### config.mk
export PLATFORM = sky130hd
export DESIGN_NAME = adder_serial_fa_flat
export DESIGN_NICKNAME = d
export VERILOG_FILES = /design/src/rtl/adder_serial_fa_if.sv /design/src/rtl/adder_serial_fa.sv /design/src/flat_wrapper.sv
export SDC_FILE = /design/constraint.sdc
export NUM_CORES = 1
export LEC_CHECK = 0
export ABC_AREA = 1
export BUFFER_PORTS_ARGS = -buffer_cell sky130_fd_sc_hd__buf_4
export CORE_MARGIN = 3
export CORE_UTILIZATION = 57
export CTS_CLUSTER_DIAMETER = 60
export CTS_CLUSTER_SIZE = 10
export DETAILED_ROUTE_END_ITERATION = 8
export HOLD_SLACK_MARGIN = 0.1
export PLACE_DENSITY = 0.87
export SLEW_MARGIN = 5
export SYNTH_ARGS = -nofsm -noshare
export SYNTH_HDL_FRONTEND = slang
export SYNTH_SLANG_ARGS = --single-unit
export TNS_END_PERCENT = 5
### constraint.sdc
create_clock -name clk -period 5.16 [get_ports clk]
set_clock_uncertainty 0.1 [all_clocks]
set_input_delay 0.258 -clock clk [delete_from_list [all_inputs] [get_ports clk]]
set_output_delay 0.258 -clock clk [all_outputs]
set_load 0.01 [all_outputs]
### src/rtl/adder_serial_fa_if.sv
// Start/busy/done handshake and operand/result bundle for the digit-serial adder.
// The master drives the request side; the slave (the adder) returns status and results.
interface adder_serial_fa_if #(
    parameter int WIDTH = 8
);
    logic             start;
    logic             sub;
    logic [WIDTH-1:0] A;
    logic [WIDTH-1:0] B;
    logic             cin;
    logic             busy;
    logic             done;
    logic [WIDTH-1:0] Sum;
    logic             cout;
    logic             ovf;

    modport master (
        output start, sub, A, B, cin,
        input  busy, done, Sum, cout, ovf
    );

    modport slave (
        input  start, sub, A, B, cin,
        output busy, done, Sum, cout, ovf
    );
endinterface

### src/rtl/adder_serial_fa.sv
// Digit-serial add/subtract: DIGIT bits per clock through a small full-adder chain,
// LSB digit first, with the carry held in a flop between digits.
module adder_serial_fa #(
    parameter int WIDTH = 8,
    parameter int DIGIT = 2
) (
    input  logic              clk,
    input  logic              rst,
    adder_serial_fa_if.slave  bus
);
    localparam int N  = WIDTH / DIGIT;
    localparam int CW = (N > 1) ? $clog2(N) : 1;

    generate
        if (WIDTH % DIGIT != 0) begin : g_bad_digit
            $error("adder_serial_fa: WIDTH must be a multiple of DIGIT");
        end
    endgenerate

    typedef enum logic {IDLE, RUN} state_t;

    state_t           state;
    logic [CW-1:0]    count;
    logic [WIDTH-1:0] a_sh;
    logic [WIDTH-1:0] b_sh;
    logic [WIDTH-1:0] res;
    logic             carry;
    logic             busy_r;
    logic             done_r;
    logic [WIDTH-1:0] sum_r;
    logic             cout_r;
    logic             ovf_r;

    logic [DIGIT-1:0] dsum;
    logic [DIGIT:0]   c;
    logic [WIDTH-1:0] res_next;
    logic             last;

    assign last = (count == CW'(N - 1));

    // One digit of ripple addition; result digits enter at the top and shift down,
    // so after N digits the LSB digit has reached bit 0.
    always_comb begin
        c        = '0;
        dsum     = '0;
        c[0]     = carry;
        for (int i = 0; i < DIGIT; i++) begin
            dsum[i]  = a_sh[i] ^ b_sh[i] ^ c[i];
            c[i+1]   = (a_sh[i] & b_sh[i]) | (c[i] & (a_sh[i] ^ b_sh[i]));
        end
        res_next = res >> DIGIT;
        res_next[WIDTH-1 -: DIGIT] = dsum;
    end

    always_ff @(posedge clk) begin
        if (rst) begin
            state  <= IDLE;
            count  <= '0;
            a_sh   <= '0;
            b_sh   <= '0;
            res    <= '0;
            carry  <= 1'b0;
            busy_r <= 1'b0;
            done_r <= 1'b0;
            sum_r  <= '0;
            cout_r <= 1'b0;
            ovf_r  <= 1'b0;
        end else begin
            done_r <= 1'b0;
            case (state)
                IDLE: begin
                    if (bus.start) begin
                        a_sh   <= bus.A;
                        b_sh   <= bus.sub ? ~bus.B : bus.B;
                        carry  <= bus.sub ? ~bus.cin : bus.cin;
                        count  <= '0;
                        busy_r <= 1'b1;
                        state  <= RUN;
                    end
                end
                RUN: begin
                    a_sh  <= a_sh >> DIGIT;
                    b_sh  <= b_sh >> DIGIT;
                    res   <= res_next;
                    carry <= c[DIGIT];
                    count <= count + 1'b1;
                    // Carry into the MSB is the second-to-last carry of the final digit.
                    if (last) begin
                        sum_r  <= res_next;
                        cout_r <= c[DIGIT];
                        ovf_r  <= c[DIGIT] ^ c[DIGIT-1];
                        done_r <= 1'b1;
                        busy_r <= 1'b0;
                        count  <= '0;
                        state  <= IDLE;
                    end
                end
                default: state <= IDLE;
            endcase
        end
    end

    assign bus.busy = busy_r;
    assign bus.done = done_r;
    assign bus.Sum  = sum_r;
    assign bus.cout = cout_r;
    assign bus.ovf  = ovf_r;
endmodule

### src/flat_wrapper.sv
// flat-port wrapper written by rule: the top's interface ports become plain ports
module adder_serial_fa_flat 
#(
    parameter int WIDTH = 8,
    parameter int DIGIT = 2
)
  (clk, rst, bus_start, bus_sub, bus_A, bus_B, bus_cin, bus_busy, bus_done, bus_Sum, bus_cout, bus_ovf);
  adder_serial_fa_if #(.WIDTH(WIDTH)) bus_i ();
  input  logic clk;
  input  logic rst;
  input wire logic [$bits(bus_i.start)-1:0] bus_start;
  input wire logic [$bits(bus_i.sub)-1:0] bus_sub;
  input wire logic [$bits(bus_i.A)-1:0] bus_A;
  input wire logic [$bits(bus_i.B)-1:0] bus_B;
  input wire logic [$bits(bus_i.cin)-1:0] bus_cin;
  output wire logic [$bits(bus_i.busy)-1:0] bus_busy;
  output wire logic [$bits(bus_i.done)-1:0] bus_done;
  output wire logic [$bits(bus_i.Sum)-1:0] bus_Sum;
  output wire logic [$bits(bus_i.cout)-1:0] bus_cout;
  output wire logic [$bits(bus_i.ovf)-1:0] bus_ovf;
  assign bus_i.start = bus_start;
  assign bus_i.sub = bus_sub;
  assign bus_i.A = bus_A;
  assign bus_i.B = bus_B;
  assign bus_i.cin = bus_cin;
  assign bus_busy = bus_i.busy;
  assign bus_done = bus_i.done;
  assign bus_Sum = bus_i.Sum;
  assign bus_cout = bus_i.cout;
  assign bus_ovf = bus_i.ovf;
  adder_serial_fa #(.WIDTH(WIDTH), .DIGIT(DIGIT)) u_core (.clk(clk), .rst(rst), .bus(bus_i));
endmodule
; Word-level counts from Yosys, hierarchy flattened
; Index checks and enable logic that the tools add are counted.
[op_classes]
n_eq_ne = 3
n_mux = 18
addsub = 1
bitwise_logic = 14
n_reduce_logical = 3
[ops]
columns = operator, n
row1 = 8-bit case mux with 2 select lines, 2
row2 = 8-bit two-way mux, 3
row3 = 8-bit NOT, 1
row4 = 1-bit two-way mux, 7
row5 = 1-bit case mux with 2 select lines, 3
row6 = 1-bit XOR, 5
row7 = 1-bit bitwise AND, 4
row8 = 2-bit two-way mux, 2
row9 = 2-bit inequality test (second input constant), 2
row10 = 2-bit case mux with 2 select lines, 1
row11 = 2-bit AND reduction, 2
row12 = 2-bit by 1-bit adder with 2-bit output (second input constant), 1
row13 = 2-bit equality test (second input constant), 1
row14 = 1-bit NOT, 2
row15 = 1-bit OR, 2
row16 = 2-bit OR reduction, 1
[word_totals]
wordCells = 50
output_inout_bits = 12
regBits = 40

; Logic depth before layout (Yosys ltp)
[logic_depth]
ltp_word = 6
mapped_depth = 7
mapped_depth_nobuf = 6

; Least setup slack after synthesis
; OpenSTA, ideal clock, no wires.
[synth_path]
path_type = register to register
from = register u_core.carry
to = register u_core.ovf_r (netlist: u_core.bus.ovf)
setup_slack_ns = 3.483
t_arrival_ns = 1.458
stages_incl_launch_ff = 6
cell_sequence = dfxtp_1 inv_1 fa_1 fa_1 xnor2_1 o21ai_1
[synth_via]
elab_chain_len = 5
[synth_rtl]
columns = element, line_no
row1 = "start, declared", adder_serial_fa.sv:27  ; logic carry;
row2 = "start signal, assigned", adder_serial_fa.sv:75  ; carry <= bus.sub ? ~bus.cin : bus.cin;
row3 = "start signal, assigned", adder_serial_fa.sv:85  ; carry <= c[DIGIT];
row4 = 1-bit bitwise AND *, adder_serial_fa.sv:49  ; c[i+1] = (a_sh[i] & b_sh[i]) | (c[i] & (a_sh[i] ^ b_sh[i]));
row5 = 1-bit OR *, adder_serial_fa.sv:49
row6 = 1-bit bitwise AND, adder_serial_fa.sv:49
row7 = 1-bit OR, adder_serial_fa.sv:49
row8 = 1-bit XOR *, adder_serial_fa.sv:91  ; ovf_r <= c[DIGIT] ^ c[DIGIT-1];
row9 = "end signal, assigned", adder_serial_fa.sv:91
row10 = "end, declared", adder_serial_fa.sv:32  ; logic ovf_r;
; Every way passes the cells marked *; elsewhere a longest branch is shown, timed or not.
; A chain may end at the register's enable or synchronous reset.

; Worst setup path in the final report
[layout_path]
from = register u_core.state
to = register u_core.a_sh[0]
[layout_via]
elab_chain_len = 2
[layout_rtl]
columns = element, line_no
row1 = "start, declared", adder_serial_fa.sv:22  ; state_t state;
row2 = "start signal, assigned", adder_serial_fa.sv:57  ; state <= IDLE;
row3 = "start signal, assigned", adder_serial_fa.sv:78  ; state <= RUN;
row4 = "start signal, assigned", adder_serial_fa.sv:95  ; state <= IDLE;
row5 = 1-bit NOT, adder_serial_fa.sv:70  ; case (state)
row6 = 8-bit case mux with 2 select lines / 2-bit inequality test (equally long branches), -
row7 = "end signal, assigned", adder_serial_fa.sv:73  ; a_sh <= bus.A;
row8 = "end signal, assigned", adder_serial_fa.sv:82  ; a_sh <= a_sh >> DIGIT;
row9 = "end, declared", adder_serial_fa.sv:24  ; logic [WIDTH-1:0] a_sh;
; Several ways; a longest one is shown, not always the timed one.

==> metrics.md <==
| Metric | Value |
|---|---|
| Total GRT Usage | `20.2%` |
| Final Critical Period | `2.23 ns` |
| Synth Warn # | `0` |
| Routed vias/inst | `5.09` |
| Die width | `60.0 microns` |
| Hpwl dp | `2290 microns` |
| RR Startpoint | `u_core.state$_SDFF_PP0_` |
| Most used cell, CP | `nand2_1` |
| Hold Path Class | `in -> reg` |
| First-pass GRT wire length | `5550 microns` |
| Initial DRC count | `64` |
| Via Count | `1508` |
| PortBufs | `32` |
| Row count | `18` |
| Gpl congestion | `0.771` |
| Syn avg cell area | `7.13 sq um` |
| Clock transition at path regs | `0.11 ns` |
| Hold path depth | `4` |
| Critical path's largest stage delay | `0.92 ns` |
| FF+latch area | `761 sq um` |
| Largest net degree at the start of global routing | `26` |
| Seq/Total Area, Yosys | `45.8%` |
| Netlist cell types | `18` |
| Setup TNS | `0 ns` |
| Leakage power | `0.992 nW` |
| Hold Slack | `0.117 ns` |
| Max cap viols | `0` |
| Htree depth | `2` |
| FMAX | `448 MHz` |
| P&R area growth vs syn | `20.0%` |
| Critical Path, Cell by Cell | `buf_4 > nor2_1 > nand2_1 > nand3_1 > nand2_1 > inv_1` |
| Syn Std Cell Area | `1660 sq um` |
| Kind of critical path | `reg -> reg` |
| Max_slew headroom | `20.2%` |
| Slew Limit Fails | `0` |
| CP max FO | `20` |
| Total clock sinks | `38` |
| Nets | `289` |
| RSZ-0062 raised after global routing | `no` |
| # fillers | `197` |
| CTS Hold Bufs | `4` |
| Slowest stage cell on the critical path | `nor2_1` |
| Remaining antenna violation count | `0` |
| Die area | `3600 sq um` |
| Status | `finished, final reports clean` |
| Via count of the first global-routing pass | `1324` |
| Critical Path RT | `5.35 ns` |
| Synthesized net count | `257` |
| Overall routed net length | `3190 microns` |
| Crit end category | `register` |
| Final hold vios | `0` |
| Root Driver | `clkbuf_4` |
| Routed len/inst | `10.8 microns` |
| Total power density per cell area | `285 nW/um^2` |
| Reg2reg end | `u_core.a_sh[0]$_SDFFE_PP0P_` |
| Final setup viols | `0` |
| CORE AREA | `2610 sq um` |
| Num CTS Buffers | `5` |
| Bufs and invs on worst path | `2` |
| Hold worst-path end | `u_core.b_sh[6]$_SDFFE_PP0P_` |
| Antenna violations before repair | `0` |
| Post-CTS resize count | `0` |
| CP delay by family, top | `simple AND/OR/NAND/NOR gates` |
| Tightest Pin Transition | `1.19 ns` |
| Later-pin clock latency in the skew report | `0.34 ns` |
| Share of layout cells above drive strength 1 | `16.9%` |
| Initial core utilization | `63.6%` |
| Worst R2R Path Depth | `6` |
| R2R Setup Slk | `2.93 ns` |
| DRC errors left | `0` |
| Clk buf depth | `2` |
| CP arrival | `2.42 ns` |
| Post-CTS setup buffer count | `0` |
| Area of the multi-input gates | `698 sq um` |
| Max VDD drop | `0.243 mV` |
| #FFs+latches synth | `38` |
| Period utilisation layout | `43.2%` |
| Hold Crit Start | `bus_B[6]` |
| Post-Synthesis Cells | `233` |
| IO Pins | `33` |
| Die Y | `60.0 microns` |
| Pre-antenna DRT Iters | `5` |
| GR Overflow Total | `0` |
| Crit path launch type | `register` |
| CTS tree | `yes` |
| Diodes inserted | `0` |
## routing by layer
metal	track usage (%)	wire length (microns)	vias to the layer above
met4	7.59	41	0
met1	25.7	1460	679
met3	4.54	149	8
met2	33.3	1530	32
li1	-	-	789
met5	0	0	-
## worst min-delay path, stage by stage
cell	delay (ns)
buf_4	0.08
nand2_1	0.04
nand3_1	0.07
a21oi_1	0.06
## cells in the mapped netlist
master     n  area, sq um
clkinv_1   1         3.75
ha_1       1         12.5
buf_2      6         30.0
nand2_1   70          263
nand3_1   24          120
fa_1       2         40.0
dfxtp_1   38          761
nor2_2     1         6.26
inv_2      2         7.51
xnor2_1    1         8.76
o21ai_1    8         40.0
buf_4      5         37.5
inv_1     32          120
nand3_4    1         17.5
o21ai_0    7         35.0
a21oi_1   25          125
clkbuf_1   1         3.75
nor2_1     8         30.0
## report_power, final
part	leakage, nW	switching [mW]	internal, mW
registers	0.311	0.00898	0.307
clock network	0.0446	0.0920	0.0931
logic	0.637	0.0381	0.0300
total	0.992	0.139	0.430
## through the flow
step | utilization (%) | power [mW] | instances | cell area [sq um] | setup WS, ns
global route | 76.3 | 0.595 | 296 | 1990 | 2.66
floorplan | - | 0.367 | 233 | 1660 | 3.48
detailed placement | 71.8 | 0.388 | 284 | 1880 | 2.96
finish | 76.3 | 0.569 | 296 | 1990 | 2.93
CTS | 76.3 | 0.571 | 296 | 1990 | 2.93
global placement | 71.8 | 0.386 | 284 | 1880 | 3.04
## logic make-up after synthesis
logic type | count (synthesis) | share of synthesized area [%]
buffers and inverters | 47 | 12.2
XOR/XNOR | 1 | 0.527
AND/OR/NAND/NOR | 104 | 26.3
adder cells (fa/ha/maj) | 3 | 3.16
AO/OA/AOI/OAI | 40 | 12.0
flip-flops | 38 | 45.8
## worst max path at each step
stage                         startpoint                     endpoint  slack, ns  depth (start not counted)
2_1_floorplan  u_core.carry$_SDFFE_PP0P_  u_core.bus.ovf$_SDFFE_PP0P_       3.48                          5
4_1_cts          u_core.state$_SDFF_PP0_  u_core.a_sh[0]$_SDFFE_PP0P_       2.93                          6
6_report         u_core.state$_SDFF_PP0_  u_core.a_sh[0]$_SDFFE_PP0P_       2.93                          6
3_5_place_dp     u_core.state$_SDFF_PP0_  u_core.a_sh[0]$_SDFFE_PP0P_       2.96                          6
5_1_grt          u_core.state$_SDFF_PP0_  u_core.a_sh[1]$_SDFFE_PP0P_       2.66                          6
3_3_place_gp     u_core.state$_SDFF_PP0_  u_core.a_sh[0]$_SDFFE_PP0P_       3.04                          6
## placed cells by master, fill, tap and decap left out, types with 2 or more instances in the layout
master         instances
o21ai_0                7
fa_1                   2
clkbuf_4               5
inv_2                  2
o21ai_1                8
nand3_1               24
dlygate4sd3_1          4
a21oi_1               25
buf_4                 33
nand2_1               70
nor2_1                 8
inv_1                 32
dfxtp_1               38
clkbuf_8               3
## state kept, by name (all words and copies together) (netlist names)
register and cells:
u_core.a_sh 8, u_core.b_sh 8, u_core.bus.Sum 8, u_core.bus.busy 1, u_core.bus.cout 1, u_core.bus.done 1
u_core.bus.ovf 1, u_core.carry 1, u_core.count 2, u_core.res 6, u_core.state 1
## layout make-up
cell class | instances | area share [%]
Timing Repair Buffer | 37 | 14.4
Tap cell | 30 | 1.88
Clock buffer | 8 | 3.95
Sequential cell | 38 | 38.1
Multi-Input combinational cell | 148 | 35.0
Inverter | 35 | 6.59
Note: power is estimated with default switching activity, not from simulation.
